**src/rtl/oric_tap_loader.sv**
```systemverilog
`default_nettype none
// ============================================================================
// Module   : oric_tap_loader
// Brief    : Streams an Oric .TAP image from the ioctl download channel into
//            main RAM. Optional auto-start request: ORIC_TAP_AUTORUN_EN.
// Revision : 1.0 - initial release
// ============================================================================
module oric_tap_loader #(
    parameter logic [7:0] TAP_INDEX = 8'd1,
    parameter int         NAME_MAX  = 16
) (
    input  logic        clk_sys,
    input  logic        reset,
    input  logic        ioctl_download,
    input  logic [7:0]  ioctl_index,
    input  logic        ioctl_wr,
    input  logic [24:0] ioctl_addr,
    input  logic [7:0]  ioctl_dout,
    output logic [15:0] ram_ad,
    output logic [7:0]  ram_d,
    output logic        ram_we,
    output logic        active,
    output logic        done,
    output logic        error,
    output logic        autorun_req,
    output logic [15:0] start_addr,
    output logic [15:0] end_addr
);

    localparam int            NW         = $clog2(NAME_MAX + 1);
    localparam logic [NW-1:0] NAME_LIMIT = NW'(NAME_MAX);

    typedef enum logic [3:0] {
        S_IDLE   = 4'd0,
        S_SYNC   = 4'd1,
        S_HDR    = 4'd2,
        S_NAME   = 4'd3,
        S_DATA   = 4'd4,
        S_FIX_LO = 4'd5,
        S_FIX_HI = 4'd6,
        S_DONE   = 4'd7,
        S_ERR    = 4'd8
    } state_t;

    state_t          state_q;
    logic            dl_q;
    logic [1:0]      sync_cnt_q;
    logic [3:0]      hdr_idx_q;
    logic [NW-1:0]   name_cnt_q;
    logic            basic_q;
    logic [15:0]     ptr_q;
    logic [15:0]     start_q;
    logic [15:0]     end_q;
    logic [15:0]     ram_ad_q;
    logic [7:0]      ram_d_q;
    logic            ram_we_q;
    logic            active_q;
    logic            done_q;
    logic            error_q;
`ifdef ORIC_TAP_AUTORUN_EN
    logic            autorun_flag_q;
    logic            autorun_q;
`endif

    logic            w_rise;
    logic            w_fall;
    logic [15:0]     ptr_d;
    logic [15:0]     end_inc_d;
    logic            w_unused;

    assign w_rise    = ioctl_download & ~dl_q;
    assign w_fall    = ~ioctl_download & dl_q;
    assign ptr_d     = ptr_q + 16'd1;
    assign end_inc_d = end_q + 16'd1;
    assign w_unused  = ^ioctl_addr;

    always_ff @(posedge clk_sys) begin
        if (reset) begin
            state_q    <= S_IDLE;
            dl_q       <= 1'b0;
            sync_cnt_q <= 2'd0;
            hdr_idx_q  <= 4'd0;
            name_cnt_q <= '0;
            basic_q    <= 1'b0;
            ptr_q      <= 16'd0;
            start_q    <= 16'd0;
            end_q      <= 16'd0;
            ram_ad_q   <= 16'd0;
            ram_d_q    <= 8'd0;
            ram_we_q   <= 1'b0;
            active_q   <= 1'b0;
            done_q     <= 1'b0;
            error_q    <= 1'b0;
`ifdef ORIC_TAP_AUTORUN_EN
            autorun_flag_q <= 1'b0;
            autorun_q      <= 1'b0;
`endif
        end else begin
            dl_q     <= ioctl_download;
            ram_we_q <= 1'b0;
`ifdef ORIC_TAP_AUTORUN_EN
            autorun_q <= 1'b0;
`endif
            // A matching download edge restarts the parse from any state.
            if (w_rise && ioctl_index == TAP_INDEX) begin
                state_q    <= S_SYNC;
                active_q   <= 1'b1;
                done_q     <= 1'b0;
                error_q    <= 1'b0;
                sync_cnt_q <= 2'd0;
                hdr_idx_q  <= 4'd0;
                name_cnt_q <= '0;
            end else begin
                case (state_q)
                    S_IDLE: ;
                    S_SYNC, S_HDR, S_NAME, S_DATA: begin
                        if (w_fall) begin
                            state_q <= S_ERR;
                        end else if (ioctl_wr) begin
                            case (state_q)
                                S_SYNC: begin
                                    if (ioctl_dout == 8'h16) begin
                                        if (sync_cnt_q != 2'd3) sync_cnt_q <= sync_cnt_q + 2'd1;
                                    end else if (ioctl_dout == 8'h24 && sync_cnt_q == 2'd3) begin
                                        state_q <= S_HDR;
                                    end else begin
                                        state_q <= S_ERR;
                                    end
                                end
                                S_HDR: begin
                                    hdr_idx_q <= hdr_idx_q + 4'd1;
                                    case (hdr_idx_q)
                                        4'd2: basic_q <= (ioctl_dout == 8'h00);
`ifdef ORIC_TAP_AUTORUN_EN
                                        4'd3: autorun_flag_q <= (ioctl_dout != 8'h00);
`endif
                                        4'd4: end_q[15:8]   <= ioctl_dout;
                                        4'd5: end_q[7:0]    <= ioctl_dout;
                                        4'd6: start_q[15:8] <= ioctl_dout;
                                        4'd7: start_q[7:0]  <= ioctl_dout;
                                        4'd8: begin
                                            if (end_q < start_q) begin
                                                state_q <= S_ERR;
                                            end else begin
                                                state_q <= S_NAME;
                                                ptr_q   <= start_q;
                                            end
                                        end
                                        default: ;
                                    endcase
                                end
                                S_NAME: begin
                                    if (ioctl_dout == 8'h00) begin
                                        state_q <= S_DATA;
                                    end else if (name_cnt_q == NAME_LIMIT) begin
                                        state_q <= S_ERR;
                                    end else begin
                                        name_cnt_q <= name_cnt_q + 1'b1;
                                    end
                                end
                                default: begin
                                    ram_ad_q <= ptr_q;
                                    ram_d_q  <= ioctl_dout;
                                    ram_we_q <= 1'b1;
                                    ptr_q    <= ptr_d;
                                    // Equality stop, so end==FFFF never relies on wrap.
                                    if (ptr_q == end_q) state_q <= basic_q ? S_FIX_LO : S_DONE;
                                end
                            endcase
                        end
                    end
                    S_FIX_LO: begin
                        ram_ad_q <= 16'h009C;
                        ram_d_q  <= end_inc_d[7:0];
                        ram_we_q <= 1'b1;
                        state_q  <= S_FIX_HI;
                    end
                    S_FIX_HI: begin
                        ram_ad_q <= 16'h009D;
                        ram_d_q  <= end_inc_d[15:8];
                        ram_we_q <= 1'b1;
                        state_q  <= S_DONE;
                    end
                    S_DONE: begin
                        if (!ioctl_download) begin
                            active_q <= 1'b0;
                            done_q   <= 1'b1;
                            state_q  <= S_IDLE;
`ifdef ORIC_TAP_AUTORUN_EN
                            autorun_q <= autorun_flag_q;
`endif
                        end
                    end
                    S_ERR: begin
                        if (!ioctl_download) begin
                            active_q <= 1'b0;
                            error_q  <= 1'b1;
                            state_q  <= S_IDLE;
                        end
                    end
                    default: state_q <= S_IDLE;
                endcase
            end
        end
    end

    assign ram_ad     = ram_ad_q;
    assign ram_d      = ram_d_q;
    assign ram_we     = ram_we_q;
    assign active     = active_q;
    assign done       = done_q;
    assign error      = error_q;
    assign start_addr = start_q;
    assign end_addr   = end_q;
`ifdef ORIC_TAP_AUTORUN_EN
    assign autorun_req = autorun_q;
`else
    assign autorun_req = 1'b0;
`endif

endmodule
`default_nettype wire
```
**config.mk**
```make
export PLATFORM = sky130hd
export DESIGN_NAME = oric_tap_loader
export DESIGN_NICKNAME = d
export VERILOG_FILES = /design/src/rtl/oric_tap_loader.sv
export SDC_FILE = /design/constraint.sdc
export NUM_CORES = 1
export LEC_CHECK = 0
export BUFFER_PORTS_ARGS = -buffer_cell sky130_fd_sc_hd__buf_2
export CAP_MARGIN = 20
export CORE_UTILIZATION = 25
export CTS_CLUSTER_DIAMETER = 40
export DETAILED_ROUTE_END_ITERATION = 8
export PLACE_DENSITY_LB_ADDON = 0.12
export SETUP_SLACK_MARGIN = 0.15
export SYNTH_ARGS = -nofsm -noshare
export SYNTH_HDL_FRONTEND = slang
export SYNTH_SLANG_ARGS = --single-unit
```
**constraint.sdc**
```tcl
create_clock -name clk_sys -period 2.4 [get_ports clk_sys]
set_clock_uncertainty 0.05 [all_clocks]
set_input_delay 0.36 -clock clk_sys [delete_from_list [all_inputs] [get_ports clk_sys]]
set_output_delay 0.36 -clock clk_sys [all_outputs]
set_load 0.01 [all_outputs]
```
==> results of run 1 <==
## cells in the mapped netlist (4+ instances only)
master,instances
a211oi_1,5
a21o_1,6
a21oi_1,72
a221oi_1,9
a311oi_1,5
and4_1,4
buf_2,4
clkbuf_1,43
dfxtp_1,93
ha_1,24
inv_1,24
nand2_1,87
nand2b_1,7
nand3_1,53
nand4_1,14
nor2_1,55
nor2b_1,4
nor3_1,23
nor4_1,11
o21a_1,4
o21ai_0,31
o32ai_1,4
or3_1,4
xnor2_1,14
xor2_1,25
## routing by layer
layer	routed length, um	share of wire
met5	0	0
met3	960	0.048
met4	389	0.020
met1	9820	0.49
met2	8680	0.44
## logic make-up (layout without fill, tap and decap cells)
kind of cell    after synthesis  count (layout)  share of synthesized area
flops                        93              93                      0.353
buf+inv                      76             229                     0.0600
fa+ha+maj                    24              24                     0.0569
simple gates                283             283                      0.263
other cells                   1               1                   0.000710
compound gates              163             163                      0.196
mux                           3               3                    0.00569
xor+xnor                     39              39                     0.0647
## timing repair
item	4_1_cts	5_1_grt
setup endpoints to repair	52	58
setup buffers	6	4
cloned	1	0
resized for setup	87	29
pin swaps	30	20
## stage by stage
step	utilization	hold slack, ps	power [W]	worst slack (ps)
after floorplan	-	411	0.00226	-94.3
after global placement	0.322	391	0.00270	-233
after detailed placement	0.322	397	0.00270	-260
after CTS	0.359	281	0.00423	0.838
after global routing	0.367	320	0.00445	-104
final	0.367	293	0.00424	-30.2
## power groups by stage
stage	combinational [W]	clock, W	sequential [W]
after detailed placement	0.00104	0	0.00166
after floorplan	0.000606	0	0.00165
after global routing	0.00131	0.00152	0.00163
after CTS	0.00115	0.00145	0.00162
after global placement	0.00105	0	0.00166
final	0.00121	0.00141	0.00162
## flip-flops by register name, summed over array words and instances, names as in the netlist, 2 cells and up
signal and flops:
hdr_idx_q 4, ram_ad 16, sync_cnt_q 2, ptr_q 16, ram_d 8, end_addr 16, state_q 4, name_cnt_q 5
start_addr 16
## path summary, 6_finish.rpt
kind,end,cells past startpoint
worst min-delay path,dl_q$_SDFF_PP0_,3
worst min register to register,ram_ad[11]$_SDFFE_PP0P_,2
worst max-delay path,end_addr[4]$_SDFFE_PP0P_,8
worst max register to register,end_addr[4]$_SDFFE_PP0P_,8
## worst max-delay path, stage by stage (launching register included)
cell and delay, ps:
dfxtp_2 330, or4b_4 560, or4_4 450, nor4b_4 240
buf_6 160, buf_12 160, buf_8 130, nand3_1 80
a21oi_1 180
## area by class of cell
class | instances | area [um2]
Tap cell | 270 | 338
Clock inverter | 5 | 32.5
Timing Repair Buffer | 189 | 1350
Multi-Input combinational cell | 513 | 3590
Sequential cell | 93 | 1870
Inverter | 24 | 90.1
Fill cell | 2132 | 13000
Clock buffer | 11 | 253
## cell usage in the layout (no fill, tap or decap), drive strengths merged, types with 2 or more instances in the layout
cell type  Yosys  routed
nor2          55      55
or4            5       5
o32ai          4       4
nor4          11      11
nor2b          4       4
or3            4       4
xnor2         14      14
nand2b         7       7
o31ai          2       2
nand3b         2       2
a221oi         9       9
a2111oi        3       3
a21o           6       6
a31oi          3       3
nand4         14      14
dfxtp         93      93
a211oi         5       5
o22ai          2       2
a21oi         72      72
nor4b          3       3
o211a          2       2
nand3         53      53
clkinv         0       4
ha            24      24
o21ai         31      31
a311oi         6       6
inv           24      25
nor3          23      23
or3b           2       2
mux2i          3       3
and2           3       3
nand2         87      87
buf            9     189
clkbuf        43      11
and3           2       2
xor2          25      25
o21a           4       4
a41oi          2       2
and4           4       4
==> results.md, run 1 <==
* Synth cell types at 64
* Routed Antenna Nets at 0
* Post-synth EDFFs at 0
* Final hold violations at 0
* Core area at 20500 um2
* DR vias/cell at 4.99
* Yosys warning count at 0
* Worst setup startpoint: state_q[0]$_SDFFE_PP0P_
* DR iter-0 viols at 364
* Worst EP arrival at roughly 2700 ps
* Clk pin slew, worst setup/hold paths at 70 ps
* H-tree Lvls at 3
* Clk pwr share at 0.333
* Sequential cell fraction of total power at 0.382
* Final #Nets at 899
* MaxCap Viol Count at 0
* First-pass DRT Iterations at 5
* VDD IR max at 0.000301 V
* Number of CTS-inserted buffers at 9
* Met2 GRT Util at 0.284
* R2R Path Start: state_q[0]$_SDFFE_PP0P_
* Post-DP Area at 6600 um2
* DP HPWL at 14.9 mm
* Status: finished with violations
* Pin count of the biggest net entering global routing at 71
* Vias in the first global route at 5427
* Sequential cell area fraction in the yosys report at 0.353
* Top Usage Layer GRT: met2
* Slew Viols, Final at 0
* Final worst slack at -30.2 ps
* RePlAce Congestion at ~0.83
* Initial antenna violation count at 0
* Skew-Pair Late Insertion Delay at 360 ps
* Type of the worst setup path: flip-flop to flip-flop
* Die footprint at 21700 um2
* Post-Layout Cell Count at 1105
* First-pass GRT wire length at 30.9 mm
* # placed instances at 1078
* Crit path launch type: flip-flop
* Drc violations at 0
* Final instance area at 7520 um2
* Unrepaired setup endpoints after global routing: true
* Sink Count at 93
* Final Routed Wirelength at 19.8 mm
* GRT overflow at 0
* Register bit total from synthesis at 93
* Crit end category: flip-flop
* Fmax at 0.411 GHz
* Comb pwr share at 0.284
* WL/cell at ~18 um
* CTS root buf: clkbuf_16
* Int Pwr at 0.00286 W
* Critical hold path startpoint: ioctl_download
* Switching share of power at 0.325
* Final period util at 1.01
* Die W at 147 um
* Leak pwr at 2.95 nW
* Starting Density at 0.258
* Aggregate global-route resource usage at 0.187
* IO Pins at between 100 and 150
* Syn_nets at 751
* Count of input and output buffers at 79
* Chip Height at between 100 and 150 um
* DR vias at 5514
* P&R area growth vs syn at 42.5%
* CP max FO at 7
* Failing checks: setup timing
* ANT cells at 0
* Worst EP required at 2630 ps
* Post-Synthesis Cells at 682
* Synth area leaders: dfxtp_1, a21oi_1, nand2_1, ha_1, nand3_1
* Net Switching at approximately 0.0014 W
* Layout cells sized above 1 at 0.357
* Setup TNS Final at -88.2 ps
* Syn Std Cell Area at 5280 um2
* Synth area leader: dfxtp_1
* Final min period at 2430 ps
* Most used DFF post-synth: dfxtp_1
* Synth top area share at 0.353
* Synth Area per Inst at a little under 8 um2
* TritonCTS clock tree: built
* PD cells at 564 nW/um2
* Hold Crit Class: primary input to flip-flop
* Met3 Track Usage GR at 0.0304
* R2R Setup Slk at -30 ps
* Row count at 52
* # hold bufs at CTS at 0
* Worst-Margin Slew at 888 ps
* Met1 Usage GRT at 0.264
* Slew Limit Headroom at 0.408
* Clock buffer depth at 2
* Ys async rst share at 0
* # setup viols final at 8
(Power assumes the default switching activity.)
==> inputs of run 2 (changes only) <==
--- a/config.mk
+++ b/config.mk
@@ -7,7 +7,7 @@
 export LEC_CHECK = 0
 export BUFFER_PORTS_ARGS = -buffer_cell sky130_fd_sc_hd__buf_2
 export CAP_MARGIN = 20
-export CORE_UTILIZATION = 25
+export CORE_UTILIZATION = 50
 export CTS_CLUSTER_DIAMETER = 40
 export DETAILED_ROUTE_END_ITERATION = 8
 export PLACE_DENSITY_LB_ADDON = 0.12
==> results.md, run 2 (synthesis gave the netlist of run 1 again) <==
* TritonCTS clock tree: built
* Initial antenna violation count at 1 (+1)
* Final hold violations at 0 (unchanged)
* CP max-delay cell: or4_4
* ANT cells at 0 (unchanged)
* Routed Antenna Nets at 0 (unchanged)
* Critical hold path startpoint: ioctl_download
* Final #Nets at 892 (-0.78%)
* Core area at 10300 um2 (-50%)
* Worst EP required at 2610 ps (-20 ps)
* Crit path launch type: flip-flop
* DR vias at 5685 (+3.1%)
* Bufs and invs on worst path at 0 (-3)
* Clock buffer depth at 2 (unchanged)
* Most common library cell in the layout ignoring fill and taps: buf_4
* P&R area growth vs syn at 30.7%
* Worst Hold Slack at 276 ps (-16.9 ps)
* Final instance area at 6900 um2 (-8.3%)
* PD cells at 575 nW/um2 (+2.0%)
* Pin count of the biggest net entering global routing at 71 (unchanged)
* RePlAce Congestion at 0.946 (+14%)
* # placed instances at 941 (-13%)
* # setup viols final at 0 (-8)
* Row count at 37 (-29%)
* CP max FO at 4 (-3)
* Fill count at 900 (-58%)
* Aggregate global-route resource usage at 0.324 (+0.137)
* VDD IR max at 0.000363 V (+21%)
* Clk pin slew, worst setup/hold paths at 90 ps (+20 ps)
* Layout cells sized above 1 at 0.297 (-0.0598)
* R2R Setup Slk at 20 ps (+50 ps)
* Post-DP Area at 6400 um2 (-3.1%)
* Drc violations at 0 (unchanged)
* Leak pwr at 2.86 nW (-3.1%)
* Hold Crit Class: primary input to flip-flop
* DR vias/cell at 5.90 (+18%)
* DP HPWL at 13.1 mm (-12%)
* Fmax at 0.421 GHz (+2.2%)
* Commonest non-fill, non-tap cells in the layout: buf_4, dfxtp_1, nand2_1, buf_2, a21oi_1
* Top delay family on crit path: simple AND/OR/NAND/NOR gates
* CTS root buf: clkbuf_8
* Die W at 105 um (-29%)
* CP peak stage delay at 550 ps (about the same)
* Number of CTS-inserted buffers at 9 (unchanged)
* Skew-Pair Late Insertion Delay at 360 ps (about the same)
* Worst setup startpoint: state_q[0]$_SDFFE_PP0P_
* Setup TNS Final at 0 ps (+88.2 ps)
* Slew Limit Headroom at 0.459 (+0.0508)
* IO Pins at 106 (unchanged)
* Sink Count at 93 (unchanged)
* Final min period at 2380 ps (-53.4 ps)
* Final period util at 0.990 (-0.0222)
* Worst-Margin Slew at 812 ps (-76.2 ps)
* Starting Density at 0.514 (+0.256)
* WL/cell at 18.3 um (+2.1%)
* DR iter-0 viols at 520 (+43%)
* Final Routed Wirelength at 17.7 mm (-11%)
* Post-layout util at 0.671 (+0.304)
* Type of the worst setup path: flip-flop to flip-flop
* Unrepaired setup endpoints after global routing: true
* Status: complete, no violations
* R2R Path Start: state_q[0]$_SDFFE_PP0P_
* Vias in the first global route at 5309 (-2.2%)
* Slew Viols, Final at 0 (unchanged)
* Crit end category: flip-flop
* First-pass GRT wire length at 27.7 mm (-10%)
* H-tree Lvls at 3 (unchanged)
* Count of input and output buffers at 79 (unchanged)
* Die footprint at 11000 um2 (-49%)
* Critical-path cell list: or3b_4, or4_4, a311oi_4, a41oi_2, and2_4, o311a_1
* First-pass DRT Iterations at 6 (+1)
* GRT overflow at 0 (unchanged)
* Post-Layout Cell Count at 964 (-13%)
* MaxCap Viol Count at 0 (unchanged)
* Worst EP arrival at 2580 ps (-80 ps)
* Chip Height at 105 um (-29%)
[run 2: changes by cell type in the layout (fill, tap and decap cells not counted), sizes merged]
| cell | delta |
|---|---|
| clkinv | -3 |
| bufinv | +2 |
| buf | -7 |
| inv | -1 |
| clkbuf | +2 |
[run 2: layer usage]
| metal | track usage | part of all wire | wire length [um] |
|---|---|---|---|
| met5 | 0 | 0.00074 | 13 |
| met3 | 0.0711 | 0.090 | 1590 |
| met1 | 0.441 | 0.44 | 7740 |
| met2 | 0.496 | 0.44 | 7840 |
| met4 | 0.132 | 0.028 | 490 |
[run 2: final timing paths]
kind / to / depth (start not counted)
max: state_q[0]$_SDFFE_PP0P_ / 6
min: dl_q$_SDFF_PP0_ / 3
max reg2reg: state_q[0]$_SDFFE_PP0P_ / 6
min reg2reg: ram_ad[11]$_SDFFE_PP0P_ / 2
[run 2: metrics by stage]
step                      total power (W)  setup WS, ps
after detailed placement          0.00267          -235
after global routing              0.00412         -34.6
final                             0.00397          23.2
after global placement            0.00266          -240
after floorplan                   0.00226         -94.3
after CTS                         0.00387          44.8
[run 2: area by class of cell]
class	instances	area, um2	area share
Clock buffer	13	149	0.0216
Clock inverter	3	68.8	0.00997
Sequential cell	93	1870	0.271
Timing Repair Buffer	182	1210	0.175
Multi-Input combinational cell	513	3340	0.485
Inverter	24	90.1	0.0131
Tap cell	136	170	0.0247
[run 2: report_power, final]
group	switching (W)	total (W)	internal, W
clock	0.000552	0.00117	0.000620
sequential	0.0000459	0.00163	0.00158
combinational	0.000667	0.00117	0.000503
[run 2: worst reg2reg max path: stages, from the launching register on]
cell and delay (ps):
dfxtp_2 360, or3b_4 410, or4_4 550, a311oi_4 340, a41oi_2 70, and2_4 210
o311a_1 280
[run 2: what timing repair did]
item,in CTS,in global routing
gates resized for setup,18,34
hold buffers,0,0
buffers inserted,3,4
setup endpoints to repair,53,55
pin swaps,4,12
hold endpoints to repair,0,0
